===== config.mk =====
export PLATFORM = sky130hd
export DESIGN_NAME = decode_stage
export DESIGN_NICKNAME = d
export VERILOG_FILES = /design/src/rtl/decode_pkg.sv /design/src/rtl/decode_comb.sv /design/src/rtl/decode_stage.sv
export SDC_FILE = /design/constraint.sdc
export NUM_CORES = 1
export LEC_CHECK = 0
export BUFFER_PORTS_ARGS = -buffer_cell sky130_fd_sc_hd__buf_2
export CAP_MARGIN = 20
export CORE_ASPECT_RATIO = 1.75
export CORE_MARGIN = 4
export CORE_UTILIZATION = 40
export DETAILED_ROUTE_END_ITERATION = 6
export PLACE_DENSITY = 0.57
export SLEW_MARGIN = 0
export SYNTH_ARGS = -nofsm -noshare
export SYNTH_HDL_FRONTEND = slang
export SYNTH_SLANG_ARGS = --single-unit

===== constraint.sdc =====
create_clock -name clk -period 4.64 [get_ports clk]
set_input_delay 0.232 -clock clk [delete_from_list [all_inputs] [get_ports clk]]
set_output_delay 0.232 -clock clk [all_outputs]
set_load 0.01 [all_outputs]

===== src/rtl/decode_pkg.sv =====
// Shared decode definitions: RV32I opcodes, ALU operation encodings and the
// decoded payload bundle passed from the decode stage to the ALU.
package decode_pkg;

  localparam int XLEN_W = 32;
  localparam int ALUCODE_W = 6;
  localparam int REG_ADDR_W = 5;

  // RV32I major opcodes (inst[6:0])
  localparam logic [6:0] OPC_OP       = 7'b0110011;
  localparam logic [6:0] OPC_OP_IMM   = 7'b0010011;
  localparam logic [6:0] OPC_LUI      = 7'b0110111;
  localparam logic [6:0] OPC_AUIPC    = 7'b0010111;
  localparam logic [6:0] OPC_JAL      = 7'b1101111;
  localparam logic [6:0] OPC_JALR     = 7'b1100111;
  localparam logic [6:0] OPC_BRANCH   = 7'b1100011;
  localparam logic [6:0] OPC_LOAD     = 7'b0000011;
  localparam logic [6:0] OPC_STORE    = 7'b0100011;
  localparam logic [6:0] OPC_MISC_MEM = 7'b0001111;
  localparam logic [6:0] OPC_SYSTEM   = 7'b1110011;

  // ALU operation codes as consumed by the ALU
  typedef enum logic [ALUCODE_W-1:0] {
    ALU_LUI  = 6'd0,
    ALU_JAL  = 6'd1,
    ALU_JALR = 6'd2,
    ALU_BEQ  = 6'd3,
    ALU_BNE  = 6'd4,
    ALU_BLT  = 6'd5,
    ALU_BGE  = 6'd6,
    ALU_BLTU = 6'd7,
    ALU_BGEU = 6'd8,
    ALU_LB   = 6'd9,
    ALU_LH   = 6'd10,
    ALU_LW   = 6'd11,
    ALU_LBU  = 6'd12,
    ALU_LHU  = 6'd13,
    ALU_SB   = 6'd14,
    ALU_SH   = 6'd15,
    ALU_SW   = 6'd16,
    ALU_ADD  = 6'd17,
    ALU_SUB  = 6'd18,
    ALU_XOR  = 6'd19,
    ALU_OR   = 6'd20,
    ALU_AND  = 6'd21,
    ALU_SLT  = 6'd22,
    ALU_SLTU = 6'd23,
    ALU_SLL  = 6'd24,
    ALU_SRL  = 6'd25,
    ALU_SRA  = 6'd26,
    ALU_NOP  = 6'd27
  } alu_e;

  // One decoded instruction, field order matches the output port order
  typedef struct packed {
    alu_e                  alucode;
    logic [XLEN_W-1:0]     op1;
    logic [XLEN_W-1:0]     op2;
    logic [REG_ADDR_W-1:0] rd_addr;
    logic                  reg_we;
    logic                  is_load;
    logic                  is_store;
    logic [XLEN_W-1:0]     mem_wdata;
    logic [XLEN_W-1:0]     br_target;
    logic [XLEN_W-1:0]     pc;
    logic                  illegal;
  } payload_t;

  localparam payload_t PAYLOAD_NOP = '{
    alucode:   ALU_NOP,
    op1:       '0,
    op2:       '0,
    rd_addr:   '0,
    reg_we:    1'b0,
    is_load:   1'b0,
    is_store:  1'b0,
    mem_wdata: '0,
    br_target: '0,
    pc:        '0,
    illegal:   1'b0
  };

  // Register/immediate arithmetic op from funct3; alt selects SUB/SRA
  function automatic alu_e alu_arith(input logic [2:0] funct3, input logic alt);
    alu_e op;
    op = ALU_ADD;
    case (funct3)
      3'b000: op = alt ? ALU_SUB : ALU_ADD;
      3'b001: op = ALU_SLL;
      3'b010: op = ALU_SLT;
      3'b011: op = ALU_SLTU;
      3'b100: op = ALU_XOR;
      3'b101: op = alt ? ALU_SRA : ALU_SRL;
      3'b110: op = ALU_OR;
      3'b111: op = ALU_AND;
    endcase
    return op;
  endfunction

endpackage


===== src/rtl/decode_comb.sv =====
// Pure combinational RV32I decoder: instruction, pc and register read data
// in, ALU-ready payload bundle out.
module decode_comb
  import decode_pkg::*;
(
  input  logic [31:0] inst,
  input  logic [31:0] pc,
  input  logic [31:0] rs1_data,
  input  logic [31:0] rs2_data,
  output payload_t    payload
);

  logic [6:0]  opcode;
  logic [4:0]  rd;
  logic [2:0]  funct3;
  logic [6:0]  funct7;
  logic [31:0] imm_i;
  logic [31:0] imm_s;
  logic [31:0] imm_b;
  logic [31:0] imm_u;
  logic [31:0] imm_j;
  logic        bad;
  logic        writes_rd;

  assign opcode = inst[6:0];
  assign rd     = inst[11:7];
  assign funct3 = inst[14:12];
  assign funct7 = inst[31:25];

  assign imm_i = {{20{inst[31]}}, inst[31:20]};
  assign imm_s = {{20{inst[31]}}, inst[31:25], inst[11:7]};
  assign imm_b = {{19{inst[31]}}, inst[31], inst[7], inst[30:25], inst[11:8], 1'b0};
  assign imm_u = {inst[31:12], 12'b0};
  assign imm_j = {{11{inst[31]}}, inst[31], inst[19:12], inst[20], inst[30:21], 1'b0};

  // Decode the opcode into operands, ALU op and sideband; unknown encodings become an illegal NOP
  always_comb begin
    // NOTE: every output gets a default first so no path through the case infers a latch.
    payload    = PAYLOAD_NOP;
    payload.pc = pc;
    bad        = 1'b0;
    writes_rd  = 1'b0;

    case (opcode)
      OPC_OP: begin
        payload.op1 = rs1_data;
        payload.op2 = rs2_data;
        writes_rd   = 1'b1;
        if (funct7 == 7'b0000000) begin
          payload.alucode = alu_arith(funct3, 1'b0);
        end else if (funct7 == 7'b0100000 && (funct3 == 3'b000 || funct3 == 3'b101)) begin
          payload.alucode = alu_arith(funct3, 1'b1);
        end else begin
          bad = 1'b1;
        end
      end
      OPC_OP_IMM: begin
        payload.op1 = rs1_data;
        payload.op2 = imm_i;
        writes_rd   = 1'b1;
        // Only the shifts constrain funct7; the ALU reads the shamt from op2[4:0]
        if (funct3 == 3'b001) begin
          payload.alucode = ALU_SLL;
          bad             = (funct7 != 7'b0000000);
        end else if (funct3 == 3'b101) begin
          payload.alucode = alu_arith(funct3, funct7[5]);
          bad             = (funct7 != 7'b0000000) && (funct7 != 7'b0100000);
        end else begin
          payload.alucode = alu_arith(funct3, 1'b0);
        end
      end
      OPC_LUI: begin
        payload.alucode = ALU_LUI;
        payload.op2     = imm_u;
        writes_rd       = 1'b1;
      end
      OPC_AUIPC: begin
        payload.alucode = ALU_ADD;
        payload.op1     = pc;
        payload.op2     = imm_u;
        writes_rd       = 1'b1;
      end
      OPC_JAL: begin
        payload.alucode   = ALU_JAL;
        payload.op2       = pc;
        payload.br_target = pc + imm_j;
        writes_rd         = 1'b1;
      end
      OPC_JALR: begin
        payload.alucode   = ALU_JALR;
        payload.op1       = rs1_data;
        payload.op2       = pc;
        payload.br_target = (rs1_data + imm_i) & ~32'd1;
        writes_rd         = 1'b1;
        bad               = (funct3 != 3'b000);
      end
      OPC_BRANCH: begin
        payload.op1       = rs1_data;
        payload.op2       = rs2_data;
        payload.br_target = pc + imm_b;
        case (funct3)
          3'b000:  payload.alucode = ALU_BEQ;
          3'b001:  payload.alucode = ALU_BNE;
          3'b100:  payload.alucode = ALU_BLT;
          3'b101:  payload.alucode = ALU_BGE;
          3'b110:  payload.alucode = ALU_BLTU;
          3'b111:  payload.alucode = ALU_BGEU;
          default: bad = 1'b1;
        endcase
      end
      OPC_LOAD: begin
        payload.op1     = rs1_data;
        payload.op2     = imm_i;
        payload.is_load = 1'b1;
        writes_rd       = 1'b1;
        case (funct3)
          3'b000:  payload.alucode = ALU_LB;
          3'b001:  payload.alucode = ALU_LH;
          3'b010:  payload.alucode = ALU_LW;
          3'b100:  payload.alucode = ALU_LBU;
          3'b101:  payload.alucode = ALU_LHU;
          default: bad = 1'b1;
        endcase
      end
      OPC_STORE: begin
        payload.op1       = rs1_data;
        payload.op2       = imm_s;
        payload.mem_wdata = rs2_data;
        payload.is_store  = 1'b1;
        case (funct3)
          3'b000:  payload.alucode = ALU_SB;
          3'b001:  payload.alucode = ALU_SH;
          3'b010:  payload.alucode = ALU_SW;
          default: bad = 1'b1;
        endcase
      end
      OPC_MISC_MEM, OPC_SYSTEM: begin
        // Fences and system ops pass through as a legal NOP
      end
      default: bad = 1'b1;
    endcase

    if (bad) begin
      payload         = PAYLOAD_NOP;
      payload.pc      = pc;
      payload.illegal = 1'b1;
    end else if (writes_rd) begin
      payload.rd_addr = rd;
      payload.reg_we  = (rd != 5'd0);
    end
  end

endmodule


===== src/rtl/decode_stage.sv =====
// RV32I decode stage: combinational decode of the fetch payload into a
// registered two-entry skid buffer that feeds the ALU.
module decode_stage
  import decode_pkg::*;
#(
  parameter int XLEN         = 32,
  parameter bit RESET_PC_NOP = 1'b1
) (
  input  logic            clk,
  input  logic            rst,
  input  logic            in_valid,
  output logic            in_ready,
  input  logic [31:0]     in_inst,
  input  logic [XLEN-1:0] in_pc,
  output logic [4:0]      rs1_addr,
  output logic [4:0]      rs2_addr,
  input  logic [XLEN-1:0] rs1_data,
  input  logic [XLEN-1:0] rs2_data,
  input  logic            flush,
  output logic            out_valid,
  input  logic            out_ready,
  output logic [5:0]      alucode,
  output logic [XLEN-1:0] op1,
  output logic [XLEN-1:0] op2,
  output logic [4:0]      rd_addr,
  output logic            reg_we,
  output logic            is_load,
  output logic            is_store,
  output logic [XLEN-1:0] mem_wdata,
  output logic [XLEN-1:0] br_target,
  output logic [XLEN-1:0] out_pc,
  output logic            illegal
);

  typedef enum logic [1:0] {
    ST_EMPTY,
    ST_ONE,
    ST_TWO
  } skid_state_e;

  localparam payload_t RST_PAYLOAD = RESET_PC_NOP ? PAYLOAD_NOP : payload_t'('0);

  skid_state_e state_q, state_d;
  logic        in_ready_q, in_ready_d;
  payload_t    main_q, main_d;
  payload_t    skid_q, skid_d;
  payload_t    dec;
  logic        accept;
  logic        fire;

  assign rs1_addr = in_inst[19:15];
  assign rs2_addr = in_inst[24:20];

  decode_comb u_decode_comb (
    .inst     (in_inst),
    .pc       (in_pc),
    .rs1_data (rs1_data),
    .rs2_data (rs2_data),
    .payload  (dec)
  );

  assign accept = in_valid & in_ready_q;
  assign fire   = out_valid & out_ready;

  // Skid buffer next state: main register always feeds the output, skid absorbs one stalled entry
  always_comb begin
    state_d = state_q;
    main_d  = main_q;
    skid_d  = skid_q;

    case (state_q)
      ST_EMPTY: begin
        if (accept) begin
          main_d  = dec;
          state_d = ST_ONE;
        end
      end
      ST_ONE: begin
        if (accept && fire) begin
          main_d = dec;
        end else if (accept) begin
          skid_d  = dec;
          state_d = ST_TWO;
        end else if (fire) begin
          state_d = ST_EMPTY;
        end
      end
      ST_TWO: begin
        if (fire) begin
          main_d  = skid_q;
          state_d = ST_ONE;
        end
      end
      default: state_d = ST_EMPTY;
    endcase

    // A redirect kills everything, including a same-cycle accept
    if (flush) begin
      state_d = ST_EMPTY;
      main_d  = main_q;
      skid_d  = skid_q;
    end

    in_ready_d = (state_d != ST_TWO);
  end

  // State, ready and payload registers with synchronous reset
  always_ff @(posedge clk) begin
    // NOTE: sequential state uses non-blocking assignments so every flop samples pre-edge values.
    if (rst) begin
      state_q    <= ST_EMPTY;
      in_ready_q <= 1'b0;
      // NOTE: the payload registers are reset as well so the ALU never sees X data after reset.
      main_q     <= RST_PAYLOAD;
      skid_q     <= RST_PAYLOAD;
    end else begin
      state_q    <= state_d;
      in_ready_q <= in_ready_d;
      main_q     <= main_d;
      skid_q     <= skid_d;
    end
  end

  assign in_ready  = in_ready_q;
  assign out_valid = (state_q != ST_EMPTY);
  assign alucode   = main_q.alucode;
  assign op1       = main_q.op1;
  assign op2       = main_q.op2;
  assign rd_addr   = main_q.rd_addr;
  assign reg_we    = main_q.reg_we;
  assign is_load   = main_q.is_load;
  assign is_store  = main_q.is_store;
  assign mem_wdata = main_q.mem_wdata;
  assign br_target = main_q.br_target;
  assign out_pc    = main_q.pc;
  assign illegal   = main_q.illegal;

endmodule

==> results.json, run 1 <==
{
  "worst_slew_pin_slew_ns": 1.04,
  "drive_gt1_share_pct": 16.9,
  "ioPinCount": 320,
  "finalHoldViolCount": 0,
  "violations": "DRC",
  "synth_area_mm2": 0.0193,
  "clockBufferDepth": 3,
  "cts_tree": "built",
  "critPathLaunchType": "input pin",
  "yosysTopAreaCell": "dfxtp_1",
  "slew_viol_final": 0,
  "grt_overflow": 0,
  "r2r_cells": 8,
  "whs_path_depth": 3,
  "numCtsBuffers": 36,
  "die_x_um": 174,
  "yosys_warnings": 0,
  "fillers": 4811,
  "drcViolationCount": 6,
  "fin_crit_sh_pct": 81.8,
  "avgSynthCellArea_um2": 7.54,
  "synth_top_area_share_pct": 36.4,
  "wl_per_cell_um": 24.9,
  "yosysSeqAreaShare_pct": 36.4,
  "clkSinkCount": 351,
  "port_buffers": 318,
  "leakage_nw": 8.31,
  "final_nets": 2949,
  "core_mm2": 0.0477,
  "mostFrequentLayoutCell": "nand2_1",
  "setup_tns_ns": 0,
  "fin_util_pct": 47.5,
  "ir_drop_mv": 0.244,
  "clock-root-buffer": "clkbuf_16",
  "critPathMaxStageDelay_ns": 0.46,
  "dp_cells": 3281,
  "layout_common_cells": "522 x nand2_1, 351 x dfxtp_1, 317 x buf_2",
  "setup_viol": 0,
  "synth_edf_count": 0,
  "num_rows": 106,
  "grt_max_degree": 173,
  "cpMaxStageDelayCell": "a32oi_1",
  "path_delay_family": "simple AND/OR/NAND/NOR gates",
  "die_area_mm2": 0.0520,
  "hold_path_class": "input pin to register",
  "fin_cells": 3377,
  "cp.required_ns": 5.07,
  "cts.repair.resized": 0,
  "start_util_pct": 40.4,
  "route.vias.total": 20653,
  "synthCells": 2560,
  "path_buf_inv": 1,
  "grt_usage_pct": 30.6,
  "clkTransAtPathRegs_ns": 0.06,
  "synth.ff_latch_count": 351,
  "grt_pass1_vias": 19571,
  "endpoint_kind": "register",
  "viasPerCell": 6.12,
  "drt-pass1-iter-count": 7,
  "rrSetupSlack_ns": 2.01,
  "synth_flop_cell": "dfxtp_1",
  "ant_nets": 0,
  "area_growth_pct": 17.4,
  "wirelength_um": 84000,
  "htreeDepth": 2,
  "clock_latency_ns": 0.54,
  "die_h_um": 299,
  "power.density_cell_area_mw_per_mm2": 333,
  "worst-endpoint-arrival_ns": 4.23,
  "status": "finished with violations",
  "max_cap_viol_count": 0,
  "relSlewSlack_pct": 30.3,
  "path_class": "input pin to register",
  "worstPathMaxFanout": 8,
  "place_hpwl_um": 59500,
  "antenna_found_initial": 8,
  "crit_cells": 16,
  "drtIter0Drc": 2070,
  "grt_setup_unrepaired": "false",
  "cp_common_cell": "nand2_1",
  "gp_congestion": 0.934,
  "synth_fp_nets": 2763,
  "fmax_mhz": 263,
  "async_flop_share_pct": 0,
  "synth.distinct_cells": 81,
  "grt_pass1_wl_um": 123000,
  "post-route-min-period_ns": 3.80,
  "skew_ns": 0.0191,
  "critical_path.cell_chain": "buf_2 > nand4bb_4 > nor2_1 > nand2_1 > mux2_2 > ha_1 > fa_1 > a211oi_1 > o211ai_1 > a32oi_1 > nand4_1 > a41oi_1 > xnor2_1 > nand2_1 > and4b_1 > nor4_1",
  "yosys-top-cells-area": "dfxtp_1 36%, nand2_1 10%, a21oi_1 7.0%"
}
-- cells in the mapped netlist (all sizes together), types with 15 or more instances --
| master | count |
|---|---|
| a211oi | 21 |
| a21o | 32 |
| a21oi | 283 |
| a222oi | 31 |
| a22o | 33 |
| a22oi | 21 |
| a311oi | 141 |
| a31oi | 16 |
| buf | 59 |
| clkbuf | 172 |
| dfxtp | 351 |
| ha | 68 |
| inv | 16 |
| nand2 | 524 |
| nand3 | 178 |
| nor2 | 248 |
| nor3 | 39 |
| o211ai | 15 |
| o21ai | 79 |
| xnor2 | 26 |
| xor2 | 20 |
-- registers in the layout, indices dropped and copies added (netlist names) --
signal     flops
illegal        1
op2           32
state_q        2
alucode        5
op1           32
is_load        1
in_ready       1
rd_addr        5
reg_we         1
mem_wdata     32
br_target     32
is_store       1
skid_q       174
out_pc        32
-- metal layers --
metal  track usage (%)  routed length [um]  vias to the layer above  share of wire, %
li1                  -                   -                     9612                 -
met1              34.3               30400                     9895                36
met2              53.6               41500                      914                49
met3              4.34                5620                      228               6.7
met4              20.2                6430                        4               7.7
met5                 0                  32                        -             0.038
-- tightest hold or removal path: cells and delay by family --
| kind | cells | cell delay [ns] |
|---|---|---|
| buffers and inverters | 1 | 0.14 |
| AND/OR/NAND/NOR | 1 | 0.07 |
| AO/OA/AOI/OAI | 1 | 0.05 |
-- final timing paths --
path / from / to
setup reg to reg: state_q[0] / br_target[4]
hold reg to reg: br_target[20] / br_target[20]
hold / removal: rs2_data[13] / skid_q[78]
setup / recovery: in_inst[3] / br_target[31]
-- per-stage QoR --
stage                     hold slack, ns  power, mW  setup slack (ns)  area [um2]
final                             0.0107       7.54             0.843       22700
after global routing              0.0159       7.82             0.655       22600
after CTS                       0.000930       7.60             0.939       22600
after detailed placement           0.444       4.38             0.411       21100
after global placement             0.439       4.38             0.431       21100
after floorplan                    0.311       3.89             0.819       19300
-- cell families (layout without fill, tap and decap cells) --
family,count (synthesis),in the layout,share of synthesized area [%]
adder cells (fa/ha/maj),70,70,4.62
flip-flops,351,351,36.4
AND/OR/NAND/NOR,1078,1078,24.0
AO/OA/AOI/OAI,756,756,27.0
multiplexers,11,11,0.609
XOR/XNOR,46,46,2.09
other,1,11,0.0194
buffers and inverters,247,460,5.32
-- where the power goes --
part | switching [mW] | internal (mW)
registers | 0.0490 | 3.09
logic | 0.788 | 0.417
clock network | 1.27 | 1.92
-- cell type report --
class	count	area, um2	share of cell area (%)
multi-input combinational	1962	11300	49.9
sequential	351	7030	31.0
tap	594	743	3.28
antenna	10	25.0	0.110
timing repair buffer	379	2220	9.82
clock buffer	53	1060	4.66
clock inverter	12	220	0.972
inverter	16	60.1	0.265
-- what timing repair did --
action	in CTS	in global routing
endpoints found under the hold margin	29	0
hold buffers	21	0
buffers inserted	0	0
(Power assumes the default switching activity.)
==> run 2, diff against run 1 <==
--- a/config.mk
+++ b/config.mk
@@ -5,13 +5,14 @@
 export SDC_FILE = /design/constraint.sdc
 export NUM_CORES = 1
 export LEC_CHECK = 0
+export ABC_AREA = 1
 export BUFFER_PORTS_ARGS = -buffer_cell sky130_fd_sc_hd__buf_2
 export CAP_MARGIN = 20
 export CORE_ASPECT_RATIO = 1.75
 export CORE_MARGIN = 4
 export CORE_UTILIZATION = 40
 export DETAILED_ROUTE_END_ITERATION = 6
-export PLACE_DENSITY = 0.57
+export PLACE_DENSITY = 0.56
 export SLEW_MARGIN = 0
 export SYNTH_ARGS = -nofsm -noshare
 export SYNTH_HDL_FRONTEND = slang
==> constraint.sdc (replaced) <==
create_clock -name clk -period 3.7 [get_ports clk]
set_input_delay 0.185 -clock clk [delete_from_list [all_inputs] [get_ports clk]]
set_output_delay 0.185 -clock clk [all_outputs]
set_load 0.01 [all_outputs]
==> results.json, run 2 <==
{
  "r2r_end": "out_pc[23]",
  "fin_crit_sh_pct": 74.7,
  "setup_tns_ns": 0,
  "wl_per_cell_um": 19.7,
  "synth.distinct_cells": 46,
  "clock-root-buffer": "clkbuf_16",
  "die_h_um": 312,
  "slew_viol_final": 0,
  "synth_commonest_cells": "1167 x nand2_1, 435 x nor2_1, 371 x a21oi_1, 351 x dfxtp_1, 281 x inv_1",
  "synth_fp_nets": 3682,
  "yosysSeqAreaShare_pct": 33.3,
  "route.vias.total": 23272,
  "final_nets": 3943,
  "dp_cells": 4327,
  "async_flop_share_pct": 0,
  "yosysTopAreaCell": "dfxtp_1",
  "cts_tree": "built",
  "grt_usage_pct": 29.6,
  "final_area_mm2": 0.0250,
  "grt_pass1_vias": 21709,
  "worstPathMaxFanout": 12,
  "clkSinkCount": 351,
  "r2r_cells": 8,
  "whs_ns": 0.0217,
  "power.density_cell_area_mw_per_mm2": 364,
  "numCtsBuffers": 36,
  "gp_congestion": 1.00,
  "area_growth_pct": 18.4,
  "sw_frac_of_total_pct": 29.1,
  "largest_reg_flops": 174,
  "hold_path_class": "input pin to register",
  "antenna_found_initial": 8,
  "critical_path.cell_chain": "buf_2 > inv_2 > nand3_1 > nor2_1 > buf_4 > inv_2 > nand2_1 > o21ai_0 > ha_1 > fa_1 > nand3_1 > nand3_1 > nand2_1 > nand2_1 > nand2_1 > nand2_1 > or2_2 > nand3_1 > nand2_1 > nand2_1 > nand2_1 > nand2_1 > a21oi_1",
  "clkPwrFrac_pct": 42.1,
  "viasPerCell": 5.23,
  "path_buf_inv": 4,
  "synth-compound-area-share_pct": 18.6,
  "max_cap_viol_count": 0,
  "power.internal_mw": 6.44,
  "place_area_mm2": 0.0232,
  "cp.required_ns": 4.11,
  "htreeDepth": 2,
  "finalHoldViolCount": 0,
  "power_frac_comb_pct": 15.8,
  "fmax_mhz": 362,
  "post-cts-setup-buffers": 0,
  "critPathMaxStageDelay_ns": 0.43,
  "fin_util_pct": 47.7,
  "cpMaxStageDelayCell": "fa_1",
  "min_from": "rs2_data[16]",
  "avgSynthCellArea_um2": 6.06,
  "clkTransAtPathRegs_ns": 0.06,
  "synth_mux_area_share_pct": 0,
  "grt_max_degree": 170,
  "synth.ff_latch_count": 351,
  "grt_pass1_wl_um": 131000,
  "synthSimpleGateAreaFrac_pct": 34.0,
  "endpoint_kind": "register",
  "grt_setup_unrepaired": "false",
  "worst_slew_pin_slew_ns": 0.977,
  "synthCells": 3479,
  "core_mm2": 0.0524,
  "grt_overflow": 0,
  "seq_power_share_pct": 42.1,
  "clockBufferDepth": 3,
  "status": "finished, final reports clean",
  "wirelength_um": 87800,
  "yosys-top-cells-area": "dfxtp_1 33%, nand2_1 21%, a21oi_1 8.8%",
  "path_delay_family": "simple AND/OR/NAND/NOR gates",
  "ioPinCount": 320,
  "port_buffers": 318,
  "place_hpwl_um": 67200,
  "relSlewSlack_pct": 34.7,
  "fillers": 5838,
  "post-route-min-period_ns": 2.76,
  "rrSetupSlack_ns": 1.31,
  "synth_most_common_cell": "nand2_1",
  "synthAdderAreaFrac_pct": 4.22,
  "regMostFlops": "skid_q",
  "start_util_pct": 40.3,
  "die_x_um": 182,
  "synth_top_area_share_pct": 33.3,
  "drt-pass1-iter-count": 5,
  "synth-xor-area-share_pct": 0.291,
  "worst-endpoint-arrival_ns": 3.17,
  "num_rows": 111,
  "cp_common_cell": "nand2_1",
  "skew_ns": 0.0259,
  "ir_drop_mv": 0.367,
  "drive_gt1_share_pct": 12.5,
  "setup_viol": 0,
  "synth_flop_cell": "dfxtp_1",
  "path_class": "input pin to register",
  "fin_cells": 4450,
  "clock_latency_ns": 0.56,
  "critPathLaunchType": "input pin",
  "layout_common_cells": "1166 x nand2_1, 433 x nor2_1, 371 x a21oi_1",
  "timing.rr.start": "state_q[1]",
  "yosys_warnings": 0,
  "mostFrequentLayoutCell": "nand2_1",
  "whs_path_depth": 3,
  "die_area_mm2": 0.0566,
  "holdPathEnd": "skid_q[81]",
  "synth_area_mm2": 0.0211,
  "drcViolationCount": 0,
  "drtIter0Drc": 1784,
  "synth_top_family_by_area": "simple AND/OR/NAND/NOR gates",
  "leakage_nw": 13.1,
  "switching_power_mw": 2.65,
  "ant_nets": 0,
  "synth_edf_count": 0
}
## run 2: power groups by stage
| stage | registers, mW | logic, mW | clock network, mW |
|---|---|---|---|
| after global routing | 3.83 | 1.57 | 4.04 |
| after detailed placement | 3.91 | 1.37 | 0 |
| after floorplan | 3.92 | 0.812 | 0 |
| after global placement | 3.91 | 1.37 | 0 |
| after CTS | 3.83 | 1.42 | 3.90 |
| final | 3.83 | 1.43 | 3.82 |
## run 2: logic make-up after synthesis
logic type	count (synthesis)
other	1
XOR/XNOR	7
AND/OR/NAND/NOR	1804
flip-flops	351
adder cells (fa/ha/maj)	70
buffers and inverters	507
AO/OA/AOI/OAI	739
## run 2: what timing repair did
| action | in CTS | in global routing |
|---|---|---|
| resized for setup | 0 | 0 |
| hold buffers | 53 | 0 |
| hold endpoints to repair | 58 | 0 |
## run 2: layout make-up
cell class | count | area (um2) | area share [%]
Multi-Input combinational cell | 2621 | 12100 | 48.3
Clock buffer | 52 | 1040 | 4.18
Tap cell | 678 | 848 | 3.40
Antenna cell | 7 | 17.5 | 0.0702
Clock inverter | 11 | 146 | 0.586
Timing Repair Buffer | 432 | 2700 | 10.8
Inverter | 298 | 1130 | 4.53
Sequential cell | 351 | 7030 | 28.1
## run 2: stage by stage
step | power [mW] | setup slack (ns)
global placement | 5.28 | 0.415
CTS | 9.14 | 0.978
floorplan | 4.73 | 0.789
detailed placement | 5.28 | 0.420
global route | 9.44 | 0.680
finish | 9.08 | 0.938
## run 2: routing by layer
metal	up-vias	GRT usage (%)	wire length (um)
met3	171	3.28	4590
met2	708	51.0	42400
met1	10668	35.9	35200
met5	-	0	13
met4	2	16.0	5700
li1	11723	-	-
## run 2: worst reg2reg max path: stages, from the launching register on
cell and delay (ns):
dfxtp_1 0.35, inv_1 0.09, nand2_1 0.10, inv_1 0.05
nor2_1 0.17, nand2_4 0.31, inv_2 0.83, o21ai_0 0.25
a31oi_1 0.18
## run 2: worst max path at each step
stage,from,end,slack (ns),cells after the start
floorplan,in_inst[5],br_target[17],0.79,22
global placement,in_inst[1],br_target[17],0.41,24
detailed placement,in_inst[1],br_target[17],0.42,24
CTS,in_inst[1],br_target[17],0.98,24
global route,in_inst[3],br_target[17],0.68,23
finish,in_inst[3],br_target[17],0.94,23
